### config.mk
export PLATFORM = sky130hd
export DESIGN_NAME = bus_arbiter_flat
export DESIGN_NICKNAME = d
export VERILOG_FILES = /design/src/rtl/bus_arbiter_pkg.sv /design/src/rtl/bus_arbiter_if.sv /design/src/rtl/bus_arbiter.sv /design/src/flat_wrapper.sv
export SDC_FILE = /design/constraint.sdc
export NUM_CORES = 1
export LEC_CHECK = 0
export CAP_MARGIN = 20
export CELL_PAD_IN_SITES_DETAIL_PLACEMENT = 1
export CELL_PAD_IN_SITES_GLOBAL_PLACEMENT = 1
export CORE_UTILIZATION = 25
export DETAILED_ROUTE_END_ITERATION = 8
export PLACE_DENSITY_LB_ADDON = 0.1
export REMOVE_ABC_BUFFERS = 1
export SLEW_MARGIN = 15
export SYNTH_ARGS = -nofsm -noshare
export SYNTH_HDL_FRONTEND = slang
export SYNTH_SLANG_ARGS = --single-unit
### constraint.sdc
create_clock -name clk -period 1.95 [get_ports clk]
set_input_delay 0.195 -clock clk [delete_from_list [all_inputs] [get_ports clk]]
set_output_delay 0.195 -clock clk [all_outputs]
set_load 0.03 [all_outputs]
### src/rtl/bus_arbiter_pkg.sv
// Shared definitions for the four-master rotating bus arbiter:
// owner encoding, master indices and active-low grant levels.
package bus_arbiter_pkg;

  localparam int BUS_OWNER_W = 2;

  typedef logic [BUS_OWNER_W-1:0] owner_t;

  localparam owner_t BUS_OWNER_MASTER_0 = 2'd0;
  localparam owner_t BUS_OWNER_MASTER_1 = 2'd1;
  localparam owner_t BUS_OWNER_MASTER_2 = 2'd2;
  localparam owner_t BUS_OWNER_MASTER_3 = 2'd3;

  localparam logic ENABLE_  = 1'b0;
  localparam logic DISABLE_ = 1'b1;

  // Hold counter must represent 0..HOLD_LIMIT-1; never narrower than one bit.
  function automatic int holdCntWidth(input int limit);
    holdCntWidth = (limit < 1) ? 1 : $clog2(limit + 1);
  endfunction

endpackage

### src/rtl/bus_arbiter_if.sv
// Request/grant bundle between the four bus masters and the arbiter.
// All request and grant strobes are active-low.
interface bus_arbiter_if;
  import bus_arbiter_pkg::*;

  logic   m0Req_;
  logic   m1Req_;
  logic   m2Req_;
  logic   m3Req_;
  logic   m0Grnt_;
  logic   m1Grnt_;
  logic   m2Grnt_;
  logic   m3Grnt_;
  owner_t owner;

  modport master (
    output m0Req_, m1Req_, m2Req_, m3Req_,
    input  m0Grnt_, m1Grnt_, m2Grnt_, m3Grnt_, owner
  );

  modport slave (
    input  m0Req_, m1Req_, m2Req_, m3Req_,
    output m0Grnt_, m1Grnt_, m2Grnt_, m3Grnt_, owner
  );

endinterface

### src/rtl/bus_arbiter.sv
// Four-master rotating-priority bus arbiter with parked grant and an
// optional hold limit that forces handoff under sustained contention.
module bus_arbiter
  import bus_arbiter_pkg::*;
#(
  parameter int HOLD_LIMIT = 16
) (
  input logic         clk,
  input logic         reset,
  bus_arbiter_if.slave bus
);

  localparam int CNT_W = holdCntWidth(HOLD_LIMIT);
  localparam logic [CNT_W-1:0] HOLD_MAX = CNT_W'((HOLD_LIMIT > 0) ? HOLD_LIMIT - 1 : 0);

  owner_t           owner_q, owner_d;
  logic [CNT_W-1:0] holdCnt_q, holdCnt_d;
  logic [3:0]       reqVec;
  logic             othersReq;
  logic             forceHandoff;

  // First active request strictly after cur in rotation order; cur if none.
  function automatic owner_t nextRequester(input owner_t cur, input logic [3:0] req);
    owner_t idx;
    nextRequester = cur;
    for (int i = 3; i >= 1; i--) begin
      idx = cur + owner_t'(i);
      if (req[idx]) nextRequester = idx;
    end
  endfunction

  always_comb begin
    reqVec       = ~{bus.m3Req_, bus.m2Req_, bus.m1Req_, bus.m0Req_};
    othersReq    = |(reqVec & ~(4'b0001 << owner_q));
    forceHandoff = (HOLD_LIMIT > 0) && othersReq && (holdCnt_q == HOLD_MAX);
    owner_d      = owner_q;
    holdCnt_d    = holdCnt_q;

    if (!reqVec[owner_q] || forceHandoff) owner_d = nextRequester(owner_q, reqVec);

    // Counter tracks contention against the current owner only.
    if ((owner_d != owner_q) || !othersReq) holdCnt_d = '0;
    else if (holdCnt_q != HOLD_MAX)         holdCnt_d = holdCnt_q + 1'b1;
  end

  always_ff @(posedge clk or posedge reset) begin
    if (reset) begin
      owner_q   <= BUS_OWNER_MASTER_0;
      holdCnt_q <= '0;
    end else begin
      owner_q   <= owner_d;
      holdCnt_q <= holdCnt_d;
    end
  end

  // Grants depend on the owner register alone, so they cannot glitch on requests.
  assign bus.m0Grnt_ = (owner_q == BUS_OWNER_MASTER_0) ? ENABLE_ : DISABLE_;
  assign bus.m1Grnt_ = (owner_q == BUS_OWNER_MASTER_1) ? ENABLE_ : DISABLE_;
  assign bus.m2Grnt_ = (owner_q == BUS_OWNER_MASTER_2) ? ENABLE_ : DISABLE_;
  assign bus.m3Grnt_ = (owner_q == BUS_OWNER_MASTER_3) ? ENABLE_ : DISABLE_;
  assign bus.owner   = owner_q;

endmodule

### src/flat_wrapper.sv
// flat-port wrapper written by rule: the top's interface ports become plain ports
module bus_arbiter_flat import bus_arbiter_pkg::*;
#(
  parameter int HOLD_LIMIT = 16
)
  (clk, reset, bus_m0Req_, bus_m1Req_, bus_m2Req_, bus_m3Req_, bus_m0Grnt_, bus_m1Grnt_, bus_m2Grnt_, bus_m3Grnt_, bus_owner);
  bus_arbiter_if bus_i ();
  input logic clk;
  input logic reset;
  input wire logic [$bits(bus_i.m0Req_)-1:0] bus_m0Req_;
  input wire logic [$bits(bus_i.m1Req_)-1:0] bus_m1Req_;
  input wire logic [$bits(bus_i.m2Req_)-1:0] bus_m2Req_;
  input wire logic [$bits(bus_i.m3Req_)-1:0] bus_m3Req_;
  output wire logic [$bits(bus_i.m0Grnt_)-1:0] bus_m0Grnt_;
  output wire logic [$bits(bus_i.m1Grnt_)-1:0] bus_m1Grnt_;
  output wire logic [$bits(bus_i.m2Grnt_)-1:0] bus_m2Grnt_;
  output wire logic [$bits(bus_i.m3Grnt_)-1:0] bus_m3Grnt_;
  output wire logic [$bits(bus_i.owner)-1:0] bus_owner;
  assign bus_i.m0Req_ = bus_m0Req_;
  assign bus_i.m1Req_ = bus_m1Req_;
  assign bus_i.m2Req_ = bus_m2Req_;
  assign bus_i.m3Req_ = bus_m3Req_;
  assign bus_m0Grnt_ = bus_i.m0Grnt_;
  assign bus_m1Grnt_ = bus_i.m1Grnt_;
  assign bus_m2Grnt_ = bus_i.m2Grnt_;
  assign bus_m3Grnt_ = bus_i.m3Grnt_;
  assign bus_owner = bus_i.owner;
  bus_arbiter #(.HOLD_LIMIT(HOLD_LIMIT)) u_core (.clk(clk), .reset(reset), .bus(bus_i));
endmodule
Word level (Yosys, flattened, before mapping)
Index checks and enable logic that the tools add are counted.
{"block": "totals", "ff_bits": 7, "input_bits": 6, "elab_cells": 46}
{"block": "classes", "magnitude_cmp": 4, "n_reduce_logical": 8, "n_eq_ne": 6, "muxes": 18, "shift": 1, "bitwise_logic": 3, "add_sub_neg": 4}
{"op": "$lt 2x3->1 const B", "n": 4}
{"op": "$mux 5", "n": 2}
{"op": "$bmux 1 s2", "n": 4}
{"op": "$mux 1", "n": 8}
{"op": "$mux 2", "n": 4}
{"op": "$not 4->4", "n": 2}
{"op": "$add 5x1->5 const B", "n": 1}
{"op": "$eq 5x4->1 const B", "n": 1}
{"op": "$ne 5x4->1 const B", "n": 1}
{"op": "$add 2x2->2 const B", "n": 2}
{"op": "$and 4x4->4", "n": 1}
{"op": "$eq 2x2->1 const B", "n": 2}
{"op": "$reduce_or 4->1", "n": 1}
{"op": "$shl 1x2->4 const A", "n": 1}
{"op": "$add 2x1->2 const B", "n": 1}
{"op": "$eq 2x1->1 const B", "n": 1}
{"op": "$logic_not 1->1", "n": 2}
{"op": "$logic_not 2->1", "n": 1}
{"op": "$logic_or 1x1->1", "n": 2}
{"op": "$ne 2x2->1", "n": 1}
{"op": "$reduce_bool 2->1", "n": 1}
{"op": "$logic_and 1x1->1", "n": 1}

Longest topological paths before layout
Gate-level depths: netlist (run 1).
{"block": "depth", "word_depth": 10, "ltp_mapped": 9}

Worst setup path before layout (run 1)
OpenSTA, ideal clock, no wires.
{"block": "synth_timing", "kind": "reg2reg", "from": "reg u_core.owner_q[0], in the netlist u_core.bus.owner[0]", "to": "reg u_core.holdCnt_q[0]", "required_time_ps": 1810, "path_stages_with_launch": 10, "period_less_slack_ps": 2378, "arrival_time_ps": 2238, "path_slack_ps": -428, "n_path_buf": 2, "cell_sequence": "dfrtp_1 > buf_2 > inv_1 > ha_1 > buf_6 > mux2_2 > a221oi_1 > o21ai_0 > o211ai_2 > a211oi_1"}
{"block": "synth_via", "elab_chain_len": 10, "word_cells_on_any_way": 27, "classes_between": "3 x add/sub; 1 x eq/ne; 1 x shift; 13 x mux; 2 x bitwise; 7 x reduce/logical"}
{"item": "start: declaration", "line_no": "bus_arbiter.sv:16", "rtl": "owner_t owner_q, owner_d;"}
{"item": "start signal: assignment", "line_no": "bus_arbiter.sv:51", "rtl": "owner_q <= owner_d;"}
{"item": "$add 2x2->2 / $shl 1x2->4 (equally long branches)", "line_no": "bus_arbiter.sv:27, bus_arbiter.sv:34"}
{"item": "$bmux 1 s2 / $not 4->4 (equally long branches)", "line_no": "bus_arbiter.sv:28, bus_arbiter.sv:34"}
{"item": "$mux 1 (not written as such) / $and 4x4->4 (equally long branches)", "line_no": "bus_arbiter.sv:28, bus_arbiter.sv:34"}
{"item": "$mux 2 / $reduce_or 4->1 (equally long branches)", "line_no": "bus_arbiter.sv:28, bus_arbiter.sv:34"}
{"item": "$mux 2 / $logic_and 1x1->1 (equally long branches)", "line_no": "bus_arbiter.sv:28, bus_arbiter.sv:35"}
{"item": "$mux 2 / $logic_or 1x1->1 (equally long branches)", "line_no": "bus_arbiter.sv:28, bus_arbiter.sv:39"}
{"item": "$mux 2", "line_no": "bus_arbiter.sv:39", "rtl": "if (!reqVec[owner_q] || forceHandoff) owner_d = nextRequester(owner_q, reqVec);"}
{"item": "$ne 2x2->1", "line_no": "bus_arbiter.sv:42", "rtl": "if ((owner_d != owner_q) || !othersReq) holdCnt_d = '0;"}
{"item": "$logic_or 1x1->1 (*)", "line_no": "bus_arbiter.sv:42"}
{"item": "$mux 5 / $reduce_bool 2->1 (equally long branches)"}
{"item": "end signal: assignment", "line_no": "bus_arbiter.sv:52", "rtl": "holdCnt_q <= holdCnt_d;"}
{"item": "end: declaration", "line_no": "bus_arbiter.sv:17", "rtl": "logic [CNT_W-1:0] holdCnt_q, holdCnt_d;"}
Every way passes the cells marked *; elsewhere a longest branch is shown, timed or not. The select of a mux whose other input is x is not followed.
A chain may end at the register's enable or synchronous reset.

Worst setup path after layout (run 1)
{"block": "layout_timing", "from": "reg u_core.owner_q[0], in the netlist u_core.bus.owner[0]", "to": "reg u_core.holdCnt_q[2]"}
The elaborated chain is that of the path after synthesis.

==> results of run 1 <==
registers in the layout, summed over array words and instances (netlist names):
register	cells
u_core.bus.owner	2
u_core.holdCnt_q	5
cell families (layout without fill, tap and decap cells):
logic type | Yosys count | in the layout | share of synthesized area [%]
compound gates | 22 | 22 | 25.1
xor+xnor | 4 | 4 | 4.54
fa+ha+maj | 6 | 6 | 9.72
buf+inv | 16 | 41 | 12.6
flops | 7 | 7 | 22.7
mux | 10 | 10 | 13.5
simple gates | 17 | 17 | 11.8
power breakdown:
group          switching (mW)  leakage, nW  internal, mW
clock                  0.0525       0.0150        0.0780
sequential             0.0317       0.0903         0.190
combinational           0.763        0.371         0.635
layout by cell type (no fill, tap or decap), drive strengths merged, types with 2 or more instances in the layout:
cell | netlist | routed
a221oi | 3 | 3
ha | 6 | 6
mux2 | 3 | 3
inv | 8 | 8
xnor2 | 2 | 2
nor2b | 3 | 3
clkdlybuf4s50 | 0 | 7
dfrtp | 7 | 7
o21ai | 4 | 4
nor2 | 3 | 3
xor2 | 2 | 2
and3 | 2 | 2
mux2i | 7 | 7
a211oi | 5 | 5
o22ai | 2 | 2
buf | 7 | 21
clkbuf | 1 | 4
nand2 | 5 | 5
timing repair:
item	in CTS	in global routing
setup endpoints to repair	6	8
pin swaps	2	8
resized for setup	3	13
buffers inserted	0	1
hold endpoints to repair	0	0
worst register-to-register path: cells and delay by family (launching register included):
kind	cells	cell delay [ns]
compound gates	4	0.90
fa+ha+maj	1	0.30
buf+inv	1	0.07
flops	1	0.38
simple gates	1	0.18
through the flow:
step                hold slack [ns]  power (mW)  TNS [ns]  util (%)  cells
floorplan                  -0.00160       0.968     -3.56         -     74
global placement              0.454        1.41    -0.281      34.4    133
detailed placement            0.464        1.42    -0.390      34.4    133
CTS                           0.190        1.65         0      36.4    137
global route                  0.219        1.87    -0.126      38.5    138
finish                        0.195        1.75         0      38.5    138
layer usage:
| metal | GRT usage (%) | up-vias |
|---|---|---|
| li1 | - | 346 |
| met1 | 19.3 | 325 |
| met2 | 20.4 | 8 |
| met3 | 0.680 | 0 |
| met4 | 4.18 | 0 |
| met5 | 0 | - |
final cells by class:
type,instances,area [um^2],share of cell area [%]
multi-input combinational,59,579,53.2
timing repair buffer,29,240,22.0
sequential,7,175,16.1
tap,31,38.8,3.56
inverter,8,30.0,2.76
clock buffer,4,26.3,2.41
worst paths after layout:
| check | startpoint | end | slack [ns] |
|---|---|---|---|
| worst min-delay path | reset | u_core.holdCnt_q[1]$_DFFE_PP0P_ | 0.19 |
| worst max-delay path | u_core.bus.owner[0]$_DFF_PP0_ | u_core.holdCnt_q[2]$_DFFE_PP0P_ | 0.04 |
| min in group clk | u_core.holdCnt_q[2]$_DFFE_PP0P_ | u_core.holdCnt_q[2]$_DFFE_PP0P_ | 0.65 |
| worst min register to register | u_core.holdCnt_q[2]$_DFFE_PP0P_ | u_core.holdCnt_q[2]$_DFFE_PP0P_ | 0.65 |
| worst max register to register | u_core.bus.owner[0]$_DFF_PP0_ | u_core.holdCnt_q[2]$_DFFE_PP0P_ | 0.04 |
| max in group asynchronous | reset | u_core.bus.owner[1]$_DFF_PP0_ | 1.54 |
==> impl_metrics.csv, run 1 <==
group,metric,value,unit
outcome,status,"finished, final reports clean",
synthesis,netlist_instances,82,
setup_path,crit_path_top_delay_cell,"dfrtp_1",
timing,fin_crit_sh,98.1,%
layout,nets,120,
synthesis,ys_top_cells_by_count,"inv_1, dfrtp_1, mux2i_1",
grt,grt_pass1_vias,704,
floorplan,die_h,57.6,um
floorplan,dieArea,3310,um^2
layout,nFillCells,315,
synthesis,synthFlopType,"dfrtp_1",
setup_path,worst_setup_path_end_kind,"flip-flop",
setup_path,cp_num_cells,7,
setup_path,cp.buffers_inverters,1,
grt,track_usage,13.1,%
grt,grt_max_degree,14,
synthesis,ys_seq_elements,7,
clock_network,cts_hold_buf,0,
synthesis,async_reset_ff_share,100,%
clock_network,numCtsBuffers,3,
power_and_ir_drop,p_per_area,1610,nW/um^2
synthesis,synth_cell_type_count,33,
timing,grt_setup_unrepaired,"true",
detailed_routing,wl_per_cell,14.7,um
detailed_routing,wl,2040,um
detailed_routing,wl_met2,972,um
detailed_routing,first_pass_iters,2,
place,detailed_place_hpwl,1590,um
run,drv_cap,0,
place,place_area,973,um^2
synthesis,synth_top_area_share,22.7,%
setup_path,critPathMaxFanout,6,
setup_path,cp.arrival,2.07,ns
setup_path,max_stage_delay,0.38,ns
synthesis,netlist_top_cells_area,"dfrtp_1, ha_1, mux2i_1, a211oi_1, buf_6",
detailed_routing,drt_iter0_markers,8,
clock_network,root_buffer,"clkbuf_4",
synthesis,ys_seq_area_share,22.7,%
timing,layout_min_cycle_time,1.91,ns
synthesis,avgSynthCellArea,9.41,um^2
timing,max_slew.worst_pin.slew,0.384,ns
layout,areaGrowthSynthToFinish,41.2,%
grt,grt_overflow,0,
synthesis,syn_area,772,um^2
detailed_routing,drt-met1-wl,1030,um
synthesis,yosys_warnings,0,
floorplan,die_width,57.6,um
setup_path,critPathLaunchType,"flip-flop",
clock_network,cts_max_level,1,
layout,drive_gt1_share,43.9,%
setup_path,cp_top_family,"compound AO/OA/AOI/OAI gates",
setup_path,cp_cell_sequence,"inv_2, ha_4, o21ai_2, and3_4, a2111oi_4, o2111ai_4, a211oi_2",
floorplan,initial_core_util,27.3,%
detailed_routing,vias,679,
place,pre_cts_ws,-0.0922,ns
setup_path,worstSetupPathType,"flip-flop to flip-flop",
place,port_buffers,11,
grt,grt_pass1_wl,3390,um
detailed_routing,ant_nets,0,
timing,max_freq,0.522,GHz
hold_path,hp-class,"input pin to async pin",
synthesis,synth-edff-count,0,
timing,final_max_slew_viol_count,0,
timing,fin_skew,0.00527,ns
layout,n_antenna_cell,0,
layout,fin_area,1090,um^2
timing,finalHoldViolCount,0,
power_and_ir_drop,p_leak,0.476,nW
place,place.gp.congestion,0.762,
setup_path,reg2regPathDepth,7,
clock_network,cts.sinks,7,
detailed_routing,avgViaCountPerCell,4.92,
synthesis,yosysMostFrequentCell,"inv_1",
detailed_routing,wl_met3,32,um
clock_network,clk_pin_slew,0.05,ns
detailed_routing,drc,0,
timing,max-slew-margin-rel,74.3,%
timing,setup_slack,0.0361,ns
clock_network,cts_tree,"yes",
floorplan,num_io_pins,12,
clock_network,clk_latency,0.25,ns
clock_network,cts_buffer_depth,2,
detailed_routing,top_layer,"met3",
grt,antenna_found_initial,0,
floorplan,coreArea,2830,um^2
timing,setup_viol,0,
synthesis,synth_top_cell_by_area,"dfrtp_1",
power_and_ir_drop,ir_worst_vdd,0.000480,V
setup_path,worstPathRequired,2.11,ns
floorplan,fp-row-count,19,
No activity file was read; power rests on OpenSTA's default activity.
==> run 2: changes to the inputs <==
Settings changed: PLACE_DENSITY set to 0.66, PLACE_DENSITY_LB_ADDON 0.1 to not set, SLEW_MARGIN 15 to not set.
==> run 2 against run 1 <==
Clock power barely moved. Routed wire length rose by 6.9%. Die area did not move. Highest routed layer is now met4.
==> impl_metrics.csv, run 2 (synthesis results as in run 1) <==
group,metric,value,unit
timing,grt_setup_unrepaired,"true",
grt,grt_pass1_vias,765,
setup_path,critPathLaunchType,"flip-flop",
timing,layout_min_cycle_time,1.91,ns
grt,antenna_found_initial,0,
timing,finalHoldViolCount,0,
clock_network,clk_latency,0.25,ns
timing,final_max_slew_viol_count,0,
layout,largest_reg_flops,5,
detailed_routing,first_pass_iters,4,
run,drv_cap,0,
layout,n_antenna_cell,0,
detailed_routing,drt_iter0_markers,9,
setup_path,critPathMaxFanout,6,
layout,drive_gt1_share,46.7,%
setup_path,cp_cell_sequence,"inv_1, ha_4, mux2_2, a221oi_2, o21ai_2, o211ai_4, a211oi_1",
setup_path,worstSetupPathType,"flip-flop to flip-flop",
grt,grt_overflow,0,
place,place.gp.congestion,0.827,
layout,sequential_cell_area,175,um^2
timing,fin_skew,0.00193,ns
detailed_routing,wl_met2,1190,um
setup_path,worst_setup_path_end_kind,"flip-flop",
grt,grt_max_degree,16,
outcome,status,"finished, final reports clean",
layout,areaGrowthSynthToFinish,50.2,%
place,placedCellCount,131,
layout,utilization,41.0,%
layout,nets,120,
setup_path,cp.arrival,2.01,ns
setup_path,max_stage_delay,0.36,ns
layout,multiInputGateArea,641,um^2
layout,final_cell_mix,"buf_4, inv_1, mux2i_1, clkdlybuf4s50_1, dfrtp_1",
floorplan,num_io_pins,12,
floorplan,die_h,57.6,um
detailed_routing,avgViaCountPerCell,5.22,
clock_network,cts.sinks,7,
floorplan,initial_core_util,27.3,%
detailed_routing,wl,2180,um
setup_path,crit_path_top_delay_cell,"dfrtp_1",
layout,largest-register,"u_core.holdCnt_q",
clock_network,numCtsBuffers,3,
power_and_ir_drop,ir_worst_vdd,0.000675,V
grt,track_usage,13.5,%
layout,finalNonFillerCells,138,
floorplan,dieArea,3310,um^2
floorplan,fp-row-count,19,
timing,setup_viol,0,
detailed_routing,ant_nets,0,
timing,max-slew-margin-rel,63.2,%
layout,layout_commonest_cell,"buf_4",
clock_network,cts_max_level,1,
place,place_area,961,um^2
setup_path,ff2ff_setup_slack,0.04,ns
clock_network,cts_tree,"yes",
grt,grt_pass1_wl,3460,um
hold_path,hp-class,"input pin to async pin",
layout,nFillCells,305,
clock_network,cts_hold_buf,0,
detailed_routing,vias,720,
timing,max_slew.worst_pin.slew,0.551,ns
clock_network,cts_buffer_depth,2,
timing,fin_crit_sh,97.7,%
power_and_ir_drop,p_leak,0.496,nW
power_and_ir_drop,p_per_area,1610,nW/um^2
floorplan,coreArea,2830,um^2
detailed_routing,drc,0,
detailed_routing,wl_per_cell,15.8,um
place,detailed_place_hpwl,1540,um
clock_network,clk_pin_slew,0.05,ns
detailed_routing,wl_met3,49,um
layout,fin_area,1160,um^2
detailed_routing,top_layer,"met4",
detailed_routing,drt-met1-wl,921,um
floorplan,die_width,57.6,um
setup_path,worstPathRequired,2.06,ns
timing,max_freq,0.525,GHz
place,port_buffers,11,
clock_network,root_buffer,"clkbuf_4",
-- run 2: cell types whose count changed in the layout (fill, tap and decap cells not counted), moves of 2 or more --
cell | before | now
buf_4 | 21 | 17
o21ai_2 | 1 | 3
buf_6 | 0 | 3
dlygate4sd2_1 | 0 | 2
-- run 2: final timing paths --
check                                                      from                         endpoint  depth (start not counted)
worst max-delay path              u_core.bus.owner[0]$_DFF_PP0_  u_core.holdCnt_q[4]$_DFFE_PP0P_                          7
worst min-delay path                                      reset  u_core.holdCnt_q[4]$_DFFE_PP0P_                          2
worst max register to register    u_core.bus.owner[0]$_DFF_PP0_  u_core.holdCnt_q[4]$_DFFE_PP0P_                          7
worst min register to register  u_core.holdCnt_q[2]$_DFFE_PP0P_  u_core.holdCnt_q[2]$_DFFE_PP0P_                          2
max in group asynchronous                                 reset  u_core.holdCnt_q[1]$_DFFE_PP0P_                          2
min in group clk                u_core.holdCnt_q[2]$_DFFE_PP0P_  u_core.holdCnt_q[2]$_DFFE_PP0P_                          2
-- run 2: layer usage --
metal | global-route usage [%] | up-vias
met5 | 0 | -
met4 | 3.14 | 0
met3 | 2.72 | 4
met2 | 24.6 | 11
met1 | 16.1 | 359
li1 | - | 346
-- run 2: per-stage QoR --
step | TNS (ns) | setup WS (ns) | hold slack, ns | power (mW)
2_1_floorplan | -3.56 | -0.527 | -0.00160 | 0.968
3_3_place_gp | -0.547 | -0.109 | 0.443 | 1.38
3_5_place_dp | -0.844 | -0.183 | 0.448 | 1.41
4_1_cts | -0.0477 | -0.0263 | 0.183 | 1.64
5_1_grt | -0.0731 | -0.0317 | 0.208 | 2.00
6_report | 0 | 0.0447 | 0.172 | 1.87
-- run 2: where the power goes --
part | switching [mW] | internal, mW | leakage, nW
Sequential | 0.0305 | 0.191 | 0.0903
Clock | 0.0522 | 0.0780 | 0.0150
Combinational | 0.824 | 0.690 | 0.391
-- run 2: layout make-up --
class                      count  share of cell area, %
clock buffer                   4                   2.27
tap                           31                   3.34
sequential                     7                   15.1
multi-input combinational     59                   55.2
timing repair buffer          29                   21.5
inverter                       8                   2.59
-- run 2: worst max-delay path, delay by kind of cell (launching register included) --
family / cells / cell delay, ns
adders and majority gates: 1 / 0.33
DFF: 1 / 0.36
AOI/OAI and AO/OA: 4 / 0.63
buffers and inverters: 1 / 0.09
muxes: 1 / 0.35
-- run 2: repair_timing --
action | CTS | global route
endpoints found under the hold margin | 0 | 0
setup endpoints to repair | 8 | 6
buffers inserted | 0 | 3
pin swaps | 1 | 9
resized for setup | 10 | 21
